--- config.mk ---
export PLATFORM = sky130hd
export DESIGN_NAME = fb_port_arbiter
export DESIGN_NICKNAME = d
export VERILOG_FILES = /design/src/rtl/fb_port_arbiter.sv
export SDC_FILE = /design/constraint.sdc
export NUM_CORES = 1
export LEC_CHECK = 0
export BUFFER_PORTS_ARGS = -buffer_cell sky130_fd_sc_hd__clkbuf_2
export CORE_MARGIN = 1
export CORE_UTILIZATION = 65
export DETAILED_ROUTE_END_ITERATION = 8
export HOLD_SLACK_MARGIN = 0.03
export PLACE_DENSITY_LB_ADDON = 0.05
export SLEW_MARGIN = 40
export SYNTH_ARGS = -nofsm -noshare
export SYNTH_HDL_FRONTEND = slang
export SYNTH_SLANG_ARGS = --single-unit
export TNS_END_PERCENT = 30
--- constraint.sdc ---
create_clock -name clock -period 7.35 [get_ports clock]
set_input_delay 0.735 -clock clock [delete_from_list [all_inputs] [get_ports clock]]
set_output_delay 0.735 -clock clock [all_outputs]
set_load 0.01 [all_outputs]
--- src/rtl/fb_port_arbiter.sv ---
// Single-port frame-buffer arbiter: VGA fetch > full-FIFO drain > CPU read > drain; VGA/CPU read latency 2.
// VGA never stalls; CPU writes are buffered (cpu_wr_full stalls), CPU reads hold cpu_rd_req until cpu_rd_valid.
module fb_port_arbiter #(
    parameter int ADDR_W      = 19,
    parameter int DATA_W      = 8,
    parameter int WFIFO_DEPTH = 4
) (
    input  logic              clock,
    input  logic              reset,
    input  logic              vga_rd_req,
    input  logic [ADDR_W-1:0] vga_rd_addr,
    output logic              vga_rd_valid,
    output logic [DATA_W-1:0] vga_rd_data,
    input  logic              cpu_rd_req,
    input  logic [ADDR_W-1:0] cpu_rd_addr,
    output logic              cpu_rd_valid,
    output logic [DATA_W-1:0] cpu_rd_data,
    input  logic              cpu_wr_en,
    input  logic [ADDR_W-1:0] cpu_wr_addr,
    input  logic [DATA_W-1:0] cpu_wr_data,
    output logic              cpu_wr_full,
    output logic              wr_overflow,
    output logic [ADDR_W-1:0] mem_addr,
    output logic [DATA_W-1:0] mem_wdata,
    output logic              mem_we,
    input  logic [DATA_W-1:0] mem_rdata
);

    localparam int PTR_W = $clog2(WFIFO_DEPTH);
    localparam int CNT_W = PTR_W + 1;

    typedef enum logic [1:0] {RD_IDLE, RD_WAIT, RD_BUSY} rd_state_t;

    logic [ADDR_W-1:0] fifo_addr_q [WFIFO_DEPTH];
    logic [DATA_W-1:0] fifo_data_q [WFIFO_DEPTH];
    logic [PTR_W-1:0]  head_q, tail_q;
    logic [CNT_W-1:0]  count_q;
    logic              overflow_q;

    rd_state_t         rd_state_q, rd_state_d;
    logic [ADDR_W-1:0] rd_addr_q;
    logic              fwd1_q, fwd2_q;
    logic [DATA_W-1:0] fwd_data_q;
    logic              tag1_vga_q, tag1_cpu_q, tag2_vga_q, tag2_cpu_q;

    logic [ADDR_W-1:0] mem_addr_q, mem_addr_d;
    logic [DATA_W-1:0] mem_wdata_q, mem_wdata_d;
    logic              mem_we_q, mem_we_d;

    logic              full, push, accept, fwd_hit, cpu_want, drain, gnt_cpu;
    logic [DATA_W-1:0] fwd_val;
    logic [ADDR_W-1:0] cpu_addr_sel;

    assign full     = (count_q == CNT_W'(WFIFO_DEPTH));
    assign push     = cpu_wr_en && !full;
    assign accept   = (rd_state_q == RD_IDLE) && cpu_rd_req;
    assign cpu_want = (accept && !fwd_hit) || (rd_state_q == RD_WAIT);
    assign drain    = !vga_rd_req && (count_q != '0) && (full || !cpu_want);
    assign gnt_cpu  = !vga_rd_req && !full && cpu_want;
    assign cpu_addr_sel = (rd_state_q == RD_WAIT) ? rd_addr_q : cpu_rd_addr;

    // Scan oldest to youngest so the last match wins; a dropped (full) write is never forwarded.
    always_comb begin
        fwd_hit = 1'b0;
        fwd_val = '0;
        for (int i = 0; i < WFIFO_DEPTH; i++) begin
            if ((CNT_W'(i) < count_q) && (fifo_addr_q[head_q + PTR_W'(i)] == cpu_rd_addr)) begin
                fwd_hit = 1'b1;
                fwd_val = fifo_data_q[head_q + PTR_W'(i)];
            end
        end
        if (push && (cpu_wr_addr == cpu_rd_addr)) begin
            fwd_hit = 1'b1;
            fwd_val = cpu_wr_data;
        end
    end

    always_comb begin
        rd_state_d = rd_state_q;
        case (rd_state_q)
            RD_IDLE: if (cpu_rd_req) rd_state_d = (fwd_hit || gnt_cpu) ? RD_BUSY : RD_WAIT;
            RD_WAIT: if (gnt_cpu) rd_state_d = RD_BUSY;
            RD_BUSY: if (cpu_rd_valid) rd_state_d = RD_IDLE;
            default: rd_state_d = RD_IDLE;
        endcase
    end

    always_comb begin
        mem_addr_d  = mem_addr_q;
        mem_wdata_d = mem_wdata_q;
        mem_we_d    = 1'b0;
        if (vga_rd_req) begin
            mem_addr_d = vga_rd_addr;
        end else if (drain) begin
            mem_addr_d  = fifo_addr_q[head_q];
            mem_wdata_d = fifo_data_q[head_q];
            mem_we_d    = 1'b1;
        end else if (gnt_cpu) begin
            mem_addr_d = cpu_addr_sel;
        end
    end

    always_ff @(posedge clock) begin
        if (reset) begin
            for (int i = 0; i < WFIFO_DEPTH; i++) begin
                fifo_addr_q[i] <= '0;
                fifo_data_q[i] <= '0;
            end
            head_q      <= '0;
            tail_q      <= '0;
            count_q     <= '0;
            overflow_q  <= 1'b0;
            rd_state_q  <= RD_IDLE;
            rd_addr_q   <= '0;
            fwd1_q      <= 1'b0;
            fwd2_q      <= 1'b0;
            fwd_data_q  <= '0;
            tag1_vga_q  <= 1'b0;
            tag1_cpu_q  <= 1'b0;
            tag2_vga_q  <= 1'b0;
            tag2_cpu_q  <= 1'b0;
            mem_addr_q  <= '0;
            mem_wdata_q <= '0;
            mem_we_q    <= 1'b0;
        end else begin
            if (push) begin
                fifo_addr_q[tail_q] <= cpu_wr_addr;
                fifo_data_q[tail_q] <= cpu_wr_data;
                tail_q              <= tail_q + PTR_W'(1);
            end
            if (drain) head_q <= head_q + PTR_W'(1);
            case ({push, drain})
                2'b10:   count_q <= count_q + CNT_W'(1);
                2'b01:   count_q <= count_q - CNT_W'(1);
                default: count_q <= count_q;
            endcase
            overflow_q <= overflow_q | (cpu_wr_en & full);
            rd_state_q <= rd_state_d;
            if (accept) rd_addr_q <= cpu_rd_addr;
            fwd1_q <= accept && fwd_hit;
            fwd2_q <= fwd1_q;
            if (accept && fwd_hit) fwd_data_q <= fwd_val;
            tag1_vga_q  <= vga_rd_req;
            tag1_cpu_q  <= gnt_cpu;
            tag2_vga_q  <= tag1_vga_q;
            tag2_cpu_q  <= tag1_cpu_q;
            mem_addr_q  <= mem_addr_d;
            mem_wdata_q <= mem_wdata_d;
            mem_we_q    <= mem_we_d;
        end
    end

    assign cpu_wr_full  = full;
    assign wr_overflow  = overflow_q;
    assign mem_addr     = mem_addr_q;
    assign mem_wdata    = mem_wdata_q;
    assign mem_we       = mem_we_q;
    assign vga_rd_valid = tag2_vga_q;
    assign vga_rd_data  = tag2_vga_q ? mem_rdata : '0;
    assign cpu_rd_valid = tag2_cpu_q | fwd2_q;
    assign cpu_rd_data  = tag2_cpu_q ? mem_rdata : (fwd2_q ? fwd_data_q : '0);

endmodule

==> reports/metrics.yaml <==
floorplan:
  start_util_pct: 66.6
  rows: 49
  pin_count: 126
  dieArea_um2: 19000
  fp.dieH_um: 138
  core-area_um2: 18000
  fp.dieW_um: 138
clock_tree:
  post_cts_resize_count: 0
  clk_latency_ns: 0.44
  cts.path.max_buffers: 2
  cts_buffers: 17
  cts_root_buf: "clkbuf_16"
  clkTransAtPathRegs_ns: 0.07
  htreeDepth: 4
  post-cts-setup-buffers: 0
  hold_buffers: 0
  cts_tree: "yes"
  cts.sinks: 181
synthesis:
  synthFlopType: "edfxtp_1"
  synth_fp_nets: 1245
  ys_ff_latch: 181
  syn_area_per_cell_um2: 10.3
  syn_area_um2: 12000
  synth.top_cells.by_count: "156 x nand2_1, 108 x edfxtp_1, 94 x nor2_1"
  ys.warnings.count: 0
  yosys.area.top_type_share_pct: 27.0
  async_flop_share_pct: 0
  yosysSeqAreaShare_pct: 39.2
  yosysMostFrequentCell: "nand2_1"
  ys_types: 75
  synthTopCellsByArea: "edfxtp_1 27%, dfxtp_1 12%, mux4_2 12%"
  yosysTopAreaCell: "edfxtp_1"
  synth_edf_count: 108
  netlist_instances: 1162
finish:
  area_delta_synth_final_pct: 10.1
  fillers: 1327
  final_nets: 1306
  regArea_um2: 4710
  antennaDiodeCount: 0
  drive_gt1_share_pct: 24.2
  multi_input_area_um2: 6670
place:
  port_buffers: 125
  place_hpwl_um: 23300
  place.gp.congestion: 0.972
drt:
  dr.pass1.iters: 6
  viasPerCell: 6.67
  ant_nets: 0
  route.detailed.drc: 0
  drt_iter0_drc: 1228
  routedWlPerCell_um: 23.3
  dr_total_vias: 9770
  drt_wl_total_um: 34100
timing:
  setup_viol: 0
  slew_headroom_pct: 39.5
  setup_tns_ns: 0
  period_needed_ns: 4.39
  fmax_ghz: 0.228
  finalHoldViolations: 0
  period_share_pct: 59.8
  worst_pin_slew_ns: 0.907
  rsz0062_at_grt: "false"
  slew_violations: 0
  skew_ns: 0.00897
global_route:
  grt_first_pass_wirelength_um: 51200
  grt_max_degree: 47
  antenna_found_initial: 0
  grt_pass1_vias: 8956
  track_usage_pct: 37.0
  grtUsageMet1_pct: 52.9
  use_met2_pct: 53.5
  busiest_layer: "met2"
  grt_overflow: 0
  grtUsageMet3_pct: 9.83
worst_setup_path:
  end_kind: "flip-flop"
  start_kind: "flip-flop"
  path_class: "flip-flop to flip-flop"
  path_max_fanout: 42
  worstPathRequired_ns: 7.72
  crit_arrival_ns: 4.77
flow_run:
  maxCapViolCount: 0
outcome:
  status: "complete, no violations"
pwr:
  p_leak_uw: 0.00494
  power.density_nw_per_um2: 235
  finalPower_uw: 3110
  vdd_ir_drop_max_v: 0.000172
worst_hold_path:
  hold_class: "flip-flop to flip-flop"
## where the power goes
group	total (uW)	internal [uW]	switching, uW
Clock	944	511	433
Sequential	1270	1180	94.2
Combinational	891	384	507
## layout make-up
type | count | area share, %
repair buffers | 140 | 5.98
inverters | 47 | 1.34
well taps | 229 | 2.17
multi-input cells | 836 | 50.4
flip-flops and latches | 181 | 35.6
clock inverters | 15 | 1.25
clock buffers | 17 | 3.22
## worst paths after layout
| kind | from | cells past startpoint | slack (ns) | to |
|---|---|---|---|---|
| max | head_q[1] | 12 | 2.96 | count_q[2] |
| min | tag1_vga_q | 1 | 0.44 | vga_rd_valid |
| max reg2reg | head_q[1] | 12 | 2.96 | count_q[2] |
| min reg2reg | tag1_vga_q | 1 | 0.44 | vga_rd_valid |
## cell families after synthesis
group           share of synthesized area, %
xor+xnor                                7.00
flops                                   39.2
mux                                     19.2
fa+ha+maj                              0.521
simple gates                            16.8
buf+inv                                 5.73
compound gates                          11.6
## state kept, by name, indices dropped and copies added (netlist names), named ones only
| signal | cells |
|---|---|
| head_q | 2 |
| tail_q | 2 |
| rd_state_q | 2 |
| count_q | 3 |
| fifo_addr_q | 76 |
| rd_addr_q | 19 |
| mem_we | 1 |
| tag1_cpu_q | 1 |
| fwd2_q | 1 |
| fifo_data_q | 32 |
| tag2_cpu_q | 1 |
| mem_wdata | 8 |
| fwd_data_q | 8 |
| fwd1_q | 1 |
| wr_overflow | 1 |
| tag1_vga_q | 1 |
| vga_rd_valid | 1 |
| mem_addr | 19 |
## metal layers
layer	vias to the layer above	routed length, um	part of all wire (%)
met5	-	0	0
met4	0	1220	3.6
met3	94	4220	12
met2	616	14700	43
met1	4692	14000	41
li1	4368	-	-
## critical path, stage by stage (launching register included)
cell and delay, ns:
dfxtp_4 0.65, buf_4 0.52, mux4_2 0.59, xnor2_1 0.14, nand3_1 0.17, a2111oi_2 0.08, a22oi_2 0.33, nand4_1 0.28
a21oi_2 0.55, nor2_1 0.11, ha_1 0.37, or3_1 0.36, a21oi_1 0.14
## cell usage in the layout (no fill, tap or decap), types with 7 or more instances in the layout
cell       instances
buf_4             11
a21oi_1           54
nand2_1          156
edfxtp_1         108
a211oi_2          11
a2bb2oi_1          8
mux4_1            11
nor2_1            93
mux2_2            10
nor2b_1            7
o21ai_0           19
dfxtp_1           69
inv_1             44
o221a_1           11
mux2i_1           49
and3b_1            8
xor2_1            18
o311ai_1           8
and2_1            37
nand4_1           17
and3_1            18
clkbuf_2         125
a21oi_2           11
nand3_1           30
nor3_1            21
a211o_1            9
xnor2_1           78
mux4_2            62
clkbuf_16         17
## through the flow
stage | worst slack (ns) | cell area, um2 | util [%] | hold slack (ns) | instances
3_5_place_dp | 2.59 | 12600 | 69.9 | 0.428 | 1432
2_1_floorplan | 3.46 | 12000 | - | 0.414 | 1162
6_report | 2.96 | 13200 | 73.4 | 0.442 | 1465
4_1_cts | 2.59 | 13200 | 73.2 | 0.447 | 1464
5_1_grt | 2.70 | 13200 | 73.4 | 0.463 | 1465
3_3_place_gp | 2.60 | 12500 | 69.6 | 0.420 | 1430
Power figures use the tool's default switching activity.
